<file path="src/rtl/dac_reg_spi_slave_pkg.sv">
// dac_pkg: shared constants, frame layout and receive-FSM state type for
// the DAC register SPI slave.
//   CH_NUM   number of DAC channels
//   DAC_W    DAC code width
//   FRAME_W  SPI frame length
//   DAC_MID  mid-scale code, the reset value of both channel banks
package dac_pkg;

    localparam int CH_NUM  = 8;
    localparam int DAC_W   = 12;
    localparam int FRAME_W = 16;
    localparam int CH_W    = $clog2(CH_NUM);

    localparam logic [DAC_W-1:0] DAC_MID = 12'd2048;

    typedef struct packed {
        logic        load;
        logic [2:0]  ch;
        logic [11:0] code;
    } dac_frame_t;

    typedef enum logic [1:0] {
        ST_IDLE  = 2'd0,
        ST_SHIFT = 2'd1,
        ST_CHECK = 2'd2,
        ST_WRITE = 2'd3
    } dac_rx_state_e;

endpackage

</file>
<file path="src/rtl/dac_reg_spi_slave_if.sv">
// dac_reg_spi_slave_if: SPI link between the MCU (master) and the DAC
// register stage (slave).
//   spi_sclk  SPI clock, mode 0
//   spi_cs_n  chip select, active low
//   spi_mosi  command data, MSB first
//   spi_miso  readback data
interface dac_reg_spi_slave_if;

    logic spi_sclk;
    logic spi_cs_n;
    logic spi_mosi;
    logic spi_miso;

    modport master (
        output spi_sclk,
        output spi_cs_n,
        output spi_mosi,
        input  spi_miso
    );

    modport slave (
        input  spi_sclk,
        input  spi_cs_n,
        input  spi_mosi,
        output spi_miso
    );

endinterface

</file>
<file path="src/rtl/dac_reg_spi_slave_sync_2ff.sv">
// sync_2ff: two-flop synchroniser bank for asynchronous inputs.
//   clk_core  destination clock
//   rst_n     asynchronous active-low reset, both stages clear to 0
//   d         asynchronous inputs
//   q         synchronised outputs
module sync_2ff #(
    parameter int WIDTH = 1
) (
    input  logic             clk_core,
    input  logic             rst_n,
    input  logic [WIDTH-1:0] d,
    output logic [WIDTH-1:0] q
);

    logic [WIDTH-1:0] meta_q, meta_d;
    logic [WIDTH-1:0] sync_q, sync_d;

    always_comb begin
        meta_d = d;
        sync_d = meta_q;
    end

    always_ff @(posedge clk_core or negedge rst_n) begin
        if (!rst_n) begin
            meta_q <= '0;
            sync_q <= '0;
        end else begin
            meta_q <= meta_d;
            sync_q <= sync_d;
        end
    end

    assign q = sync_q;

endmodule

</file>
<file path="src/rtl/dac_reg_spi_slave.sv">
// dac_reg_spi_slave: receives 16-bit command frames {LOAD, ch[2:0], code[11:0]}
// over an SPI mode-0 slave link, writes them into a shadow bank, and on LOAD
// copies the whole shadow bank to the output bank in a single cycle.
//   clk_core   core clock, all logic in this domain
//   rst_n      asynchronous active-low reset
//   spi        SPI slave modport (sclk, cs_n, mosi in; miso out)
//   ch_data    output bank, one DAC code per channel
//   dac_en     high once the output bank has been loaded
//   upd_pulse  one-cycle pulse per output-bank load
//   frame_err  one-cycle pulse per discarded frame
// Build option: define DAC_REG_READBACK_EN to shift the shadow value of the
// last written channel out on spi_miso; otherwise spi_miso is tied low.
//
// state    | meaning
// ---------+---------------------------------------------------------
// ST_IDLE  | waiting for a chip-select fall
// ST_SHIFT | shifting MOSI bits on each sclk rise until cs rises
// ST_CHECK | frame length check; bad length pulses frame_err
// ST_WRITE | shadow write, optional load of the output bank
module dac_reg_spi_slave
    import dac_pkg::*;
#(
    parameter logic [DAC_W-1:0] RST_CODE = DAC_MID
) (
    input  logic                 clk_core,
    input  logic                 rst_n,
    dac_reg_spi_slave_if.slave   spi,
    output logic [DAC_W-1:0]     ch_data [0:CH_NUM-1],
    output logic                 dac_en,
    output logic                 upd_pulse,
    output logic                 frame_err
);

    localparam logic [4:0] CNT_MAX = 5'd31;

    // Synchronisers and delay flops clear to 0 so that a cs held low through
    // reset release is never seen as a fall: the rest of an interrupted frame
    // is ignored until cs genuinely goes high and then low again.
    logic [2:0] sync_s;
    logic       sclk_s, cs_n_s, mosi_s;

    sync_2ff #(.WIDTH(3)) u_sync (
        .clk_core (clk_core),
        .rst_n    (rst_n),
        .d        ({spi.spi_sclk, spi.spi_cs_n, spi.spi_mosi}),
        .q        (sync_s)
    );

    assign {sclk_s, cs_n_s, mosi_s} = sync_s;

    logic sclk_dly_q, sclk_dly_d;
    logic cs_n_dly_q, cs_n_dly_d;
    logic sclk_rise, cs_fall, cs_rise;

    assign sclk_rise = sclk_s & ~sclk_dly_q;
    assign cs_fall   = ~cs_n_s & cs_n_dly_q;
    assign cs_rise   = cs_n_s & ~cs_n_dly_q;

    dac_rx_state_e          state_q, state_d;
    logic [4:0]             bit_cnt_q, bit_cnt_d;
    logic [FRAME_W-1:0]     shreg_q, shreg_d;
    logic [DAC_W-1:0]       shadow_q [CH_NUM];
    logic [DAC_W-1:0]       shadow_d [CH_NUM];
    logic [DAC_W-1:0]       ch_data_q [CH_NUM];
    logic [DAC_W-1:0]       ch_data_d [CH_NUM];
    logic                   dac_en_q, dac_en_d;
    logic                   upd_pulse_q, upd_pulse_d;
    logic                   frame_err_q, frame_err_d;
    dac_frame_t             frame;

    assign frame = dac_frame_t'(shreg_q);

    always_comb begin
        sclk_dly_d  = sclk_s;
        cs_n_dly_d  = cs_n_s;
        state_d     = state_q;
        bit_cnt_d   = bit_cnt_q;
        shreg_d     = shreg_q;
        shadow_d    = shadow_q;
        ch_data_d   = ch_data_q;
        dac_en_d    = dac_en_q;
        upd_pulse_d = 1'b0;
        frame_err_d = 1'b0;

        case (state_q)
            ST_IDLE: begin
                if (cs_fall) begin
                    state_d   = ST_SHIFT;
                    bit_cnt_d = '0;
                end
            end
            ST_SHIFT: begin
                // A bit arriving with the cs rise is still taken before CHECK.
                if (sclk_rise) begin
                    shreg_d = {shreg_q[FRAME_W-2:0], mosi_s};
                    if (bit_cnt_q != CNT_MAX) begin
                        bit_cnt_d = bit_cnt_q + 5'd1;
                    end
                end
                if (cs_rise) begin
                    state_d = ST_CHECK;
                end
            end
            ST_CHECK: begin
                if (bit_cnt_q == 5'(FRAME_W)) begin
                    state_d = ST_WRITE;
                end else begin
                    frame_err_d = 1'b1;
                    state_d     = ST_IDLE;
                end
            end
            ST_WRITE: begin
                shadow_d[frame.ch] = frame.code;
                if (frame.load) begin
                    // Copy from shadow_d so the channel written now goes through.
                    ch_data_d   = shadow_d;
                    upd_pulse_d = 1'b1;
                    dac_en_d    = 1'b1;
                end
                state_d = ST_IDLE;
            end
            default: state_d = ST_IDLE;
        endcase
    end

    always_ff @(posedge clk_core or negedge rst_n) begin
        if (!rst_n) begin
            sclk_dly_q  <= 1'b0;
            cs_n_dly_q  <= 1'b0;
            state_q     <= ST_IDLE;
            bit_cnt_q   <= '0;
            shreg_q     <= '0;
            dac_en_q    <= 1'b0;
            upd_pulse_q <= 1'b0;
            frame_err_q <= 1'b0;
            for (int i = 0; i < CH_NUM; i++) begin
                shadow_q[i]  <= RST_CODE;
                ch_data_q[i] <= RST_CODE;
            end
        end else begin
            sclk_dly_q  <= sclk_dly_d;
            cs_n_dly_q  <= cs_n_dly_d;
            state_q     <= state_d;
            bit_cnt_q   <= bit_cnt_d;
            shreg_q     <= shreg_d;
            dac_en_q    <= dac_en_d;
            upd_pulse_q <= upd_pulse_d;
            frame_err_q <= frame_err_d;
            shadow_q    <= shadow_d;
            ch_data_q   <= ch_data_d;
        end
    end

    assign ch_data   = ch_data_q;
    assign dac_en    = dac_en_q;
    assign upd_pulse = upd_pulse_q;
    assign frame_err = frame_err_q;

`ifdef DAC_REG_READBACK_EN
    // Readback word is captured when a frame starts, so it reflects the
    // shadow contents after the previous frame's write.
    logic                sclk_fall;
    logic [CH_W-1:0]     last_ch_q, last_ch_d;
    logic [FRAME_W-1:0]  miso_sr_q, miso_sr_d;

    assign sclk_fall = ~sclk_s & sclk_dly_q;

    always_comb begin
        last_ch_d = last_ch_q;
        miso_sr_d = miso_sr_q;
        if (state_q == ST_IDLE && cs_fall) begin
            miso_sr_d = {{(FRAME_W-DAC_W){1'b0}}, shadow_q[last_ch_q]};
        end else if (state_q == ST_SHIFT && sclk_fall) begin
            miso_sr_d = {miso_sr_q[FRAME_W-2:0], 1'b0};
        end
        if (state_q == ST_WRITE) begin
            last_ch_d = frame.ch;
        end
    end

    always_ff @(posedge clk_core or negedge rst_n) begin
        if (!rst_n) begin
            last_ch_q <= '0;
            miso_sr_q <= '0;
        end else begin
            last_ch_q <= last_ch_d;
            miso_sr_q <= miso_sr_d;
        end
    end

    assign spi.spi_miso = miso_sr_q[FRAME_W-1];
`else
    assign spi.spi_miso = 1'b0;
`endif

endmodule
</file>
<file path="src/flat_wrapper.sv">
// flat-port wrapper written by rule: the top's interface ports become plain ports
module dac_reg_spi_slave_flat import dac_pkg::*;
#(
    parameter logic [DAC_W-1:0] RST_CODE = DAC_MID
)
  (clk_core, rst_n, ch_data, dac_en, upd_pulse, frame_err, spi_spi_sclk, spi_spi_cs_n, spi_spi_mosi, spi_spi_miso);
  dac_reg_spi_slave_if spi_i ();
  input  logic clk_core;
  input  logic rst_n;
  output logic [DAC_W-1:0] ch_data[0:CH_NUM-1];
  output logic dac_en;
  output logic upd_pulse;
  output logic frame_err;
  input wire logic [$bits(spi_i.spi_sclk)-1:0] spi_spi_sclk;
  input wire logic [$bits(spi_i.spi_cs_n)-1:0] spi_spi_cs_n;
  input wire logic [$bits(spi_i.spi_mosi)-1:0] spi_spi_mosi;
  output wire logic [$bits(spi_i.spi_miso)-1:0] spi_spi_miso;
  assign spi_i.spi_sclk = spi_spi_sclk;
  assign spi_i.spi_cs_n = spi_spi_cs_n;
  assign spi_i.spi_mosi = spi_spi_mosi;
  assign spi_spi_miso = spi_i.spi_miso;
  dac_reg_spi_slave #(.RST_CODE(RST_CODE)) u_core (.clk_core(clk_core), .rst_n(rst_n), .spi(spi_i), .ch_data(ch_data), .dac_en(dac_en), .upd_pulse(upd_pulse), .frame_err(frame_err));
endmodule
</file>
<file path="config.mk">
export PLATFORM = sky130hd
export DESIGN_NAME = dac_reg_spi_slave_flat
export DESIGN_NICKNAME = d
export VERILOG_FILES = /design/src/rtl/dac_reg_spi_slave_pkg.sv /design/src/rtl/dac_reg_spi_slave_if.sv /design/src/rtl/dac_reg_spi_slave_sync_2ff.sv /design/src/rtl/dac_reg_spi_slave.sv /design/src/flat_wrapper.sv
export SDC_FILE = /design/constraint.sdc
export NUM_CORES = 1
export LEC_CHECK = 0
export ABC_CLOCK_PERIOD_IN_PS = 2500
export CORE_AREA = 2 2 167 169
export CTS_BUF_LIST = sky130_fd_sc_hd__clkbuf_16
export DETAILED_ROUTE_END_ITERATION = 12
export DIE_AREA = 0 0 169 171
export SYNTH_ARGS = -nofsm -noshare
export SYNTH_HDL_FRONTEND = slang
export SYNTH_SLANG_ARGS = --single-unit
</file>
<file path="constraint.sdc">
create_clock -name clk_core -period 2.5 [get_ports clk_core]
set_clock_uncertainty 0.05 [all_clocks]
set_input_delay 0.5 -clock clk_core [delete_from_list [all_inputs] [get_ports clk_core]]
set_output_delay 0.5 -clock clk_core [all_outputs]
set_load 0.01 [all_outputs]
</file>
==> results of run 1 <==
final timing paths:
| kind | cells past startpoint | start | to | slack (ns) |
|---|---|---|---|---|
| hold reg to reg | 0 | u_core.u_sync.meta_q[1] | u_core.u_sync.q[1] | 0.30 |
| setup / recovery | 1 | u_core.ch_data[47] | ch_data[47] | 0.32 |
| hold / removal | 0 | u_core.u_sync.meta_q[1] | u_core.u_sync.q[1] | 0.30 |
| max in group asynchronous | 3 | rst_n | u_core.shadow_q[47] | 1.15 |
| setup reg to reg | 3 | u_core.state_q[0] | u_core.shadow_q[4] | 0.58 |
| min in group asynchronous | 2 | rst_n | u_core.shadow_q[86] | 0.48 |
layout by cell type, fill, tap and decap left out, types with 2 or more instances in the layout:
master	Yosys	routed
nor3_2	2	2
and3b_1	3	3
bufinv_16	0	3
o21ai_0	4	4
clkbuf_16	0	25
nor2_2	5	5
nand2b_1	6	6
nand3_1	2	2
nor3b_1	2	2
nand3b_1	6	6
nor3b_2	3	3
inv_1	2	12
or3b_1	3	3
ha_1	3	3
dfrtp_1	210	210
nand2_1	244	244
mux2_2	66	66
dfstp_2	16	16
clkdlybuf4s50_1	0	102
nor2_1	100	100
mux2_1	30	30
clkinv_1	0	4
buf_4	12	20
buf_12	0	5
a31oi_1	96	96
clkinv_2	0	2
and3_1	3	2
per-stage QoR:
step	hold WS [ns]	power [mW]	cell area [um2]	setup slack, ns	std cells
after CTS	0.2984	8.170	11690	0.2991	1346
after detailed placement	0.2847	4.551	10890	0.6042	1299
after global routing	0.3155	8.405	11690	0.2498	1346
after global placement	0.2900	4.535	10890	0.6437	1299
after floorplan	0.1544	4.247	9653	0.7807	908
final	0.2973	8.069	11690	0.3205	1346
cell type report:
cell class	instances	area, um2	area share [%]
well taps	346	432.9	3.702
flip-flops and latches	226	5675	48.53
inverters	2	7.507	0.06420
multi-input cells	597	3486	29.81
clock inverters	21	170.2	1.455
clock buffers	25	625.6	5.350
repair buffers	129	1296	11.08
metal layers:
layer  part of all wire (%)  vias to the layer above
met1                     48                     3308
met4                    1.6                        0
met3                    5.0                       23
met2                     45                      144
met5                      0                        -
li1                       -                     3183
cell usage after synthesis (3+ instances only):
| master | instances | share of area (%) |
|---|---|---|
| nand2_1 | 244 | 9.5 |
| dfrtp_1 | 210 | 54 |
| or3b_1 | 3 | 0.27 |
| and3_1 | 3 | 0.19 |
| nand3b_1 | 6 | 0.47 |
| buf_4 | 12 | 0.93 |
| a31oi_1 | 96 | 6.2 |
| and3b_1 | 3 | 0.27 |
| ha_1 | 3 | 0.39 |
| nor2_2 | 5 | 0.32 |
| o21ai_0 | 4 | 0.21 |
| clkbuf_1 | 8 | 0.31 |
| nor3b_2 | 3 | 0.39 |
| mux2_1 | 30 | 3.5 |
| nand2b_1 | 6 | 0.39 |
| buf_6 | 11 | 1.3 |
| dfstp_2 | 16 | 4.4 |
| nor2_1 | 100 | 3.9 |
| buf_1 | 7 | 0.27 |
| mux2_2 | 66 | 7.7 |
| buf_2 | 45 | 2.3 |
worst register-to-register path, cell delays in order (launching register included):
cell and delay [ns]:
dfrtp_1 0.61, nand3_4 0.18, nor2_2 0.56, mux2_2 0.41
sequential cells by signal, indices dropped and copies added, names as in the netlist, 2 cells and up:
| name | count |
|---|---|
| u_core.frame | 16 |
| u_core.bit_cnt_q | 5 |
| u_core.state_q | 2 |
| u_core.u_sync.q | 3 |
| u_core.shadow_q | 96 |
| u_core.ch_data | 96 |
| u_core.u_sync.meta_q | 3 |
power by group:
group	switching (mW)	leakage, nW	internal (mW)
logic	0.161	1.72	0.133
clock network	1.47	0.426	2.12
registers	0.422	3.07	3.76
total	2.06	5.21	6.01
kinds of logic (layout without fill, tap and decap cells):
group / count (synthesis) / after routing / share of synthesized area [%]
AOI/OAI and AO/OA: 105 / 105 / 6.818
adders and majority gates: 3 / 3 / 0.3889
buffers and inverters: 85 / 177 / 5.211
DFF: 226 / 226 / 58.79
muxes: 97 / 97 / 11.30
other: 1 / 1 / 0.03885
and+or+nand+nor: 391 / 391 / 17.45
what timing repair did:
action	4_1_cts	5_1_grt
hold buffers	1	0
gates resized for setup	0	0
endpoints found under the hold margin	63	0
==> summary.txt, run 1 <==
Yosys
  • Synthesized area: 9653 um2
  • Yosys reg bits: 226
  • Distinct cells, synth: 43
  • Share of synthesized registers carrying an async set or reset: 100.0%
  • Yosys warning total: 0
  • Cells after Synth: 908
  • Main synth FF type: dfrtp_1
  • Post-synthesis sequential area ratio: 58.79%
  • EDFF count, synth: 0
  • Synth Area per Inst: 10.63 um2
  • Syn_nets: 916

Route
  • DRT Pass-1 Iters: 5
  • ANT nets after route: 0
  • DR DRC count: 0
  • Drt via density: 4.947
  • Total Routed Length: 22670 um
  • WL/cell: 16.84 um
  • First DRT Iteration DRCs: 512
  • Via Count: 6658

Layout
  • Layout fillers: 2560
  • Layout Utilization: 42.80%
  • Nets: 989
  • Area Overhead vs Synth: 21.14%
  • Layout cell share with drive strength beyond 1: 15.70%
  • # diodes: 0

STA
  • Hold Vio Cnt, Final: 0
  • Setup Viol. Count Final: 0
  • Fin crit period: 2.180 ns
  • Max-slew headroom: 33.40%
  • Total negative slack: 0 ns
  • Max-slew violation count: 0
  • Highest Clock Rate: 458.8 MHz
  • Slew @ Worst Pin: 0.9990 ns
  • RSZ-0062 raised after global routing: no
  • Period utilization: 87.18%

Setup path
  • CP max stage cell: dfstp_2
  • CP startpoint kind: register
  • Critical path required time: 1.95 ns
  • WP data arrival: 1.63 ns
  • Delay-heaviest family, CP: flip-flops
  • Critical Path Fanout Max: 2
  • CP Capture Type: output port
  • WP buf/inv: 1
  • Setup Crit Path Kind: register to output port
  • Cell Chain, Critical Path: clkdlybuf4s50_1
  • Critical Path Max Stage Delay: 0.56 ns

Clock tree
  • CTS tree: yes
  • Root buffer cell: clkbuf_16
  • CTS max path bufs: 3
  • CTS Sinks: 226
  • Postcts setup bufs: 0
  • CTS buffer count: 25
  • CTS H-tree depth: 1
  • Clk_lat worst skew: 0.52 ns
  • Clock slew seen by the registers of the worst setup and hold paths: 0.06 ns

Floorplan
  • FP Rows: 61
  • Initial Util: 35.33%
  • Die Ht: 171 um
  • Core box area: 27320 um2
  • I/O pin cnt: 105
  • Die X: 169 um
  • Die area: 28900 um2

Placement
  • Post-DP HPWL: 13730 um
  • Port buffer count: 103
  • Placer Congestion: 0.7327

Global route
  • Met1 Use GR: 23.42%
  • GRT Overall Usage: 16.00%
  • Initial antenna violation count: 0
  • Top Usage Layer GRT: met2
  • First-pass GRT wire length: 36400 um
  • GR Util met3: 3.424%
  • Grt ovf: 0
  • Pin count of the biggest net entering global routing: 102
  • Vias in the first global route: 6270
  • GR Util met2: 24.34%

Run status
  • Outcome: complete, no violations

Power and ir drop
  • Peak supply drop: 449.0 uV
  • PwrDens: 690.1 nW/um2
  • LEAKAGE: 5.213 nW

Flow run
  • Max-cap violation count: 0

Min path
  • Hold crit path type: register to register
Note: power is estimated with default switching activity, not from simulation.
==> run 2, diff against run 1 <==
--- a/config.mk
+++ b/config.mk
@@ -10,6 +10,7 @@
 export CTS_BUF_LIST = sky130_fd_sc_hd__clkbuf_16
 export DETAILED_ROUTE_END_ITERATION = 12
 export DIE_AREA = 0 0 169 171
+export MAX_ROUTING_LAYER = met4
 export SYNTH_ARGS = -nofsm -noshare
 export SYNTH_HDL_FRONTEND = slang
 export SYNTH_SLANG_ARGS = --single-unit
==> run 2 against run 1 <==
- setup slack improved by 0.0013 ns
- flip-flop and latch count unchanged
- register-to-register slack about the same
- non-clock buffer count unchanged
- die area unchanged
- routed wire length about the same
- power about the same
- final cell count unchanged
- critical path type unchanged
- critical endpoint unchanged
- largest power group unchanged
==> summary.txt, run 2 (synthesized netlist as in run 1, its figures left out) <==
Layout
  • # diodes: 0
  • Most common cell after layout, fill and taps aside: nand2_1
  • Layout cell share with drive strength beyond 1: 15.70%
  • Layout fillers: 2560
  • Nets: 989
  • Commonest non-fill, non-tap cells in the layout: 244 x nand2_1, 210 x dfrtp_1, 102 x clkdlybuf4s50_1, 100 x nor2_1, 96 x a31oi_1
  • Post-layout instance area: 11690 um2
  • Area Overhead vs Synth: 21.14%

STA
  • Max-slew violation count: 0
  • Highest Clock Rate: 459.1 MHz
  • Slew @ Worst Pin: 1.002 ns
  • Total negative slack: 0 ns
  • Fin crit period: 2.178 ns
  • Hold Vio Cnt, Final: 0
  • RSZ-0062 raised after global routing: no
  • Setup Viol. Count Final: 0
  • Period utilization: 87.13%
  • Max-slew headroom: 33.22%

Floorplan
  • Initial Util: 35.33%
  • Die Ht: 171 um
  • Core box area: 27320 um2
  • Die area: 28900 um2
  • Die X: 169 um
  • I/O pin cnt: 105
  • FP Rows: 61

Clock tree
  • Hold-fix buffers, CTS: 1
  • Post-CTS Resized: 0
  • Clock slew seen by the registers of the worst setup and hold paths: 0.06 ns
  • CTS Sinks: 226
  • Clk_lat worst skew: 0.52 ns
  • CTS max path bufs: 3
  • CTS H-tree depth: 1
  • Root buffer cell: clkbuf_16
  • CTS tree: yes
  • Postcts setup bufs: 0
  • CTS buffer count: 25

Route
  • WL/cell: 16.86 um
  • DRT Pass-1 Iters: 5
  • Via Count: 6660
  • ANT nets after route: 0
  • Drt via density: 4.948
  • DR DRC count: 0
  • First DRT Iteration DRCs: 543
  • Total Routed Length: 22690 um

Global route
  • Initial antenna violation count: 0
  • GRT Overall Usage: 16.46%
  • Pin count of the biggest net entering global routing: 102
  • Grt ovf: 0
  • Vias in the first global route: 6263
  • First-pass GRT wire length: 36370 um

Setup path
  • Setup Crit Path Kind: register to output port
  • R2R setup slack: 0.58 ns
  • Crit path to: ch_data[47]
  • CP startpoint kind: register
  • Worst path depth: 1
  • FF-to-FF Start: u_core.state_q[0]
  • Worst r2r dst: u_core.shadow_q[4]
  • CP Capture Type: output port
  • Reg2reg path depth: 3
  • CP max stage cell: dfstp_2
  • Critical path required time: 1.95 ns
  • WP data arrival: 1.63 ns
  • WP buf/inv: 1
  • Cell Chain, Critical Path: clkdlybuf4s50_1
  • Critical Path Max Stage Delay: 0.56 ns
  • Critical Path Fanout Max: 2
  • Worst Setup SP: u_core.ch_data[47]
  • Delay-heaviest family, CP: flip-flops

Placement
  • DP Area: 10890 um2
  • Port buffer count: 103
  • Placer Congestion: 0.7417
  • Post-DP HPWL: 13730 um

Min path
  • Hold crit path type: register to register

Flow run
  • Max-cap violation count: 0

Power and ir drop
  • PwrDens: 690.3 nW/um2
  • Peak supply drop: 447.1 uV
  • LEAKAGE: 5.213 nW

Run status
  • Outcome: complete, no violations
run 2: cell counts in the layout (fill, tap and decap cells not counted):
No cell type changed its count.
run 2: stage by stage:
stage               util [%]  cells  setup slack, ns  hold WS (ns)  total power [mW]
global placement       39.85   1299           0.6437        0.2900             4.535
global route           42.80   1346           0.2498        0.3155             8.403
floorplan                  -    908           0.7807        0.1544             4.247
finish                 42.80   1346           0.3218        0.2973             8.072
CTS                    42.80   1346           0.2991        0.2984             8.170
detailed placement     39.85   1299           0.6042        0.2847             4.551
run 2: how the worst min path moves through the flow:
stage	slack, ns	endpoint	cells after the start	startpoint
after CTS	0.30	u_core.u_sync.q[1]	0	u_core.u_sync.meta_q[1]
after global placement	0.29	u_core.u_sync.q[0]	0	u_core.u_sync.meta_q[0]
after floorplan	0.15	u_core.bit_cnt_q[0]	0	rst_n
final	0.30	u_core.u_sync.q[1]	0	u_core.u_sync.meta_q[1]
after detailed placement	0.28	u_core.u_sync.q[1]	0	u_core.u_sync.meta_q[1]
after global routing	0.32	u_core.u_sync.q[1]	0	u_core.u_sync.meta_q[1]
run 2: layer usage:
metal / GRT usage (%) / vias up / wire length [um]
li1: - / 3184 / -
met1: 23.30 / 3330 / 11070
met2: 24.47 / 122 / 10180
met3: 3.377 / 24 / 1083
met4: 3.753 / 0 / 357
met5: - / - / 0
run 2: power by group:
part / internal, mW / switching, mW / leakage (nW)
Clock: 2.12 / 1.48 / 0.426
Sequential: 3.76 / 0.421 / 3.07
Combinational: 0.133 / 0.161 / 1.72
run 2: layout make-up:
cell class                 instances  area, um2  share of cell area [%]
timing repair buffer             129       1296                   11.08
multi-input combinational        597       3486                   29.81
tap                              346      432.9                   3.702
clock inverter                    21      170.2                   1.455
inverter                           2      7.507                 0.06420
sequential                       226       5675                   48.53
clock buffer                      25      625.6                   5.350
run 2: worst reg2reg max path, cell delays in order (launching register included):
cell and delay (ns):
dfrtp_1 0.61, nand3_4 0.18, nor2_2 0.56, mux2_2 0.41
==> run 3, diff against run 2 <==
--- a/config.mk
+++ b/config.mk
@@ -8,9 +8,11 @@
 export ABC_CLOCK_PERIOD_IN_PS = 2500
 export CORE_AREA = 2 2 167 169
 export CTS_BUF_LIST = sky130_fd_sc_hd__clkbuf_16
+export CTS_CLUSTER_DIAMETER = 30
 export DETAILED_ROUTE_END_ITERATION = 12
 export DIE_AREA = 0 0 169 171
 export MAX_ROUTING_LAYER = met4
+export SKIP_CTS_REPAIR_TIMING = 1
 export SYNTH_ARGS = -nofsm -noshare
 export SYNTH_HDL_FRONTEND = slang
 export SYNTH_SLANG_ARGS = --single-unit
==> run 3 against run 2 <==
- power grew 33%
- first-iteration DRC count shrank 12%
- utilization grew 3.1 points
- critical path type unchanged
- highest routed layer unchanged
- final cell count grew 3.6%
- register-to-register slack is essentially flat
==> summary.txt, run 3 (synthesized netlist as in run 1, its figures left out) <==
Global route
  • Grt ovf: 0
  • Vias in the first global route: 6595
  • First-pass GRT wire length: 37290 um
  • Pin count of the biggest net entering global routing: 102
  • Initial antenna violation count: 0
  • GRT Overall Usage: 17.02%

Clock tree
  • CTS tree: yes
  • CTS H-tree depth: 2
  • CTS Sinks: 226
  • Clock slew seen by the registers of the worst setup and hold paths: 0.04 ns
  • Root buffer cell: clkbuf_16
  • CTS max path bufs: 3
  • Clk_lat worst skew: 0.54 ns
  • CTS buffer count: 51

Setup path
  • Delay-heaviest family, CP: buffers and inverters
  • CP Capture Type: output port
  • Worst path depth: 1
  • Critical Path Max Stage Delay: 0.57 ns
  • CP max stage cell: clkdlybuf4s50_1
  • Setup Crit Path Kind: register to output port
  • Critical Path Fanout Max: 2
  • WP data arrival: 1.62 ns
  • WP buf/inv: 1
  • Critical path required time: 1.95 ns
  • Cell Chain, Critical Path: clkdlybuf4s50_1
  • CP startpoint kind: register
  • Reg2reg path depth: 3

STA
  • Hold Vio Cnt, Final: 0
  • Total negative slack: 0 ns
  • Setup Viol. Count Final: 0
  • Fin crit period: 2.175 ns
  • Slew @ Worst Pin: 0.9984 ns
  • Period utilization: 86.98%
  • Max-slew headroom: 33.44%
  • Post-route setup slack: 0.3255 ns
  • RSZ-0062 raised after global routing: no
  • Highest Clock Rate: 459.9 MHz
  • Max-slew violation count: 0

Floorplan
  • Die X: 169 um
  • Core box area: 27320 um2
  • Die Ht: 171 um
  • Die area: 28900 um2
  • Initial Util: 35.33%
  • I/O pin cnt: 105
  • FP Rows: 61

Layout
  • Layout cell share with drive strength beyond 1: 19.73%
  • # diodes: 0
  • Commonest non-fill, non-tap cells in the layout: 244 x nand2_1, 210 x dfrtp_1, 102 x clkdlybuf4s50_1, 100 x nor2_1, 96 x a31oi_1
  • Most common cell after layout, fill and taps aside: nand2_1
  • Area Overhead vs Synth: 29.94%
  • Layout fillers: 2486
  • Nets: 1015

Route
  • Via Count: 6850
  • Top routing layer in use: met4
  • Total Routed Length: 23350 um
  • Post-Route M1 WL: 10980 um
  • ANT nets after route: 0
  • Met2 routed WL: 10550 um
  • Detail Route met3 WL: 1230 um
  • Drt via density: 4.910
  • First DRT Iteration DRCs: 476
  • DR DRC count: 0
  • WL/cell: 16.74 um
  • DRT Pass-1 Iters: 4

Power and ir drop
  • LEAKAGE: 5.612 nW
  • Peak supply drop: 433.4 uV
  • PwrDens: 853.8 nW/um2
  • Overall power: 10.71 mW

Min path
  • WHS Path Cells: 0
  • Hold crit path type: register to register

Placement
  • Post-DP HPWL: 13730 um
  • Placer Congestion: 0.7417
  • Port buffer count: 103
  • Worst slack, placed: 0.6042 ns

Run status
  • Outcome: complete, no violations

Flow run
  • Max-cap violation count: 0
[run 3: area by class of cell]
cell class / instances / area (um2) / area share, %
Clock inverter: 42 / 319.1 / 2.544
Inverter: 2 / 7.507 / 0.05985
Clock buffer: 53 / 1326 / 10.57
Sequential cell: 226 / 5675 / 45.25
Multi-Input combinational cell: 597 / 3486 / 27.79
Timing Repair Buffer: 129 / 1296 / 10.33
Tap cell: 346 / 432.9 / 3.451
[run 3: per-stage QoR]
step / instance area (um2) / instances / utilization (%) / hold slack (ns)
after floorplan: 9653 / 908 / - / 0.1544
after global placement: 10890 / 1299 / 39.85 / 0.2900
after detailed placement: 10890 / 1299 / 39.85 / 0.2847
after CTS: 12530 / 1394 / 45.87 / -0.09090
after global routing: 12540 / 1395 / 45.91 / 0.3110
final: 12540 / 1395 / 45.91 / 0.2929
[run 3: report_power, final]
group | switching [mW] | internal (mW)
sequential | 0.419 | 3.77
combinational | 0.161 | 0.133
clock | 2.08 | 4.14
total | 2.67 | 8.04
[run 3: worst paths after layout]
check | from | end | slack, ns
worst max-delay path | u_core.ch_data[35] | ch_data[35] | 0.33
worst min-delay path | u_core.u_sync.meta_q[1] | u_core.u_sync.q[1] | 0.29
worst max register to register | u_core.state_q[0] | u_core.shadow_q[5] | 0.57
worst min register to register | u_core.u_sync.meta_q[1] | u_core.u_sync.q[1] | 0.29
max in group asynchronous | rst_n | u_core.shadow_q[47] | 1.15
min in group asynchronous | rst_n | u_core.u_sync.meta_q[0] | 0.47
[run 3: routing by layer]
metal	vias to the layer above	track usage, %
met3	50	4.048
li1	3258	-
met1	3378	22.80
met2	164	25.46
met4	0	5.871
met5	-	-
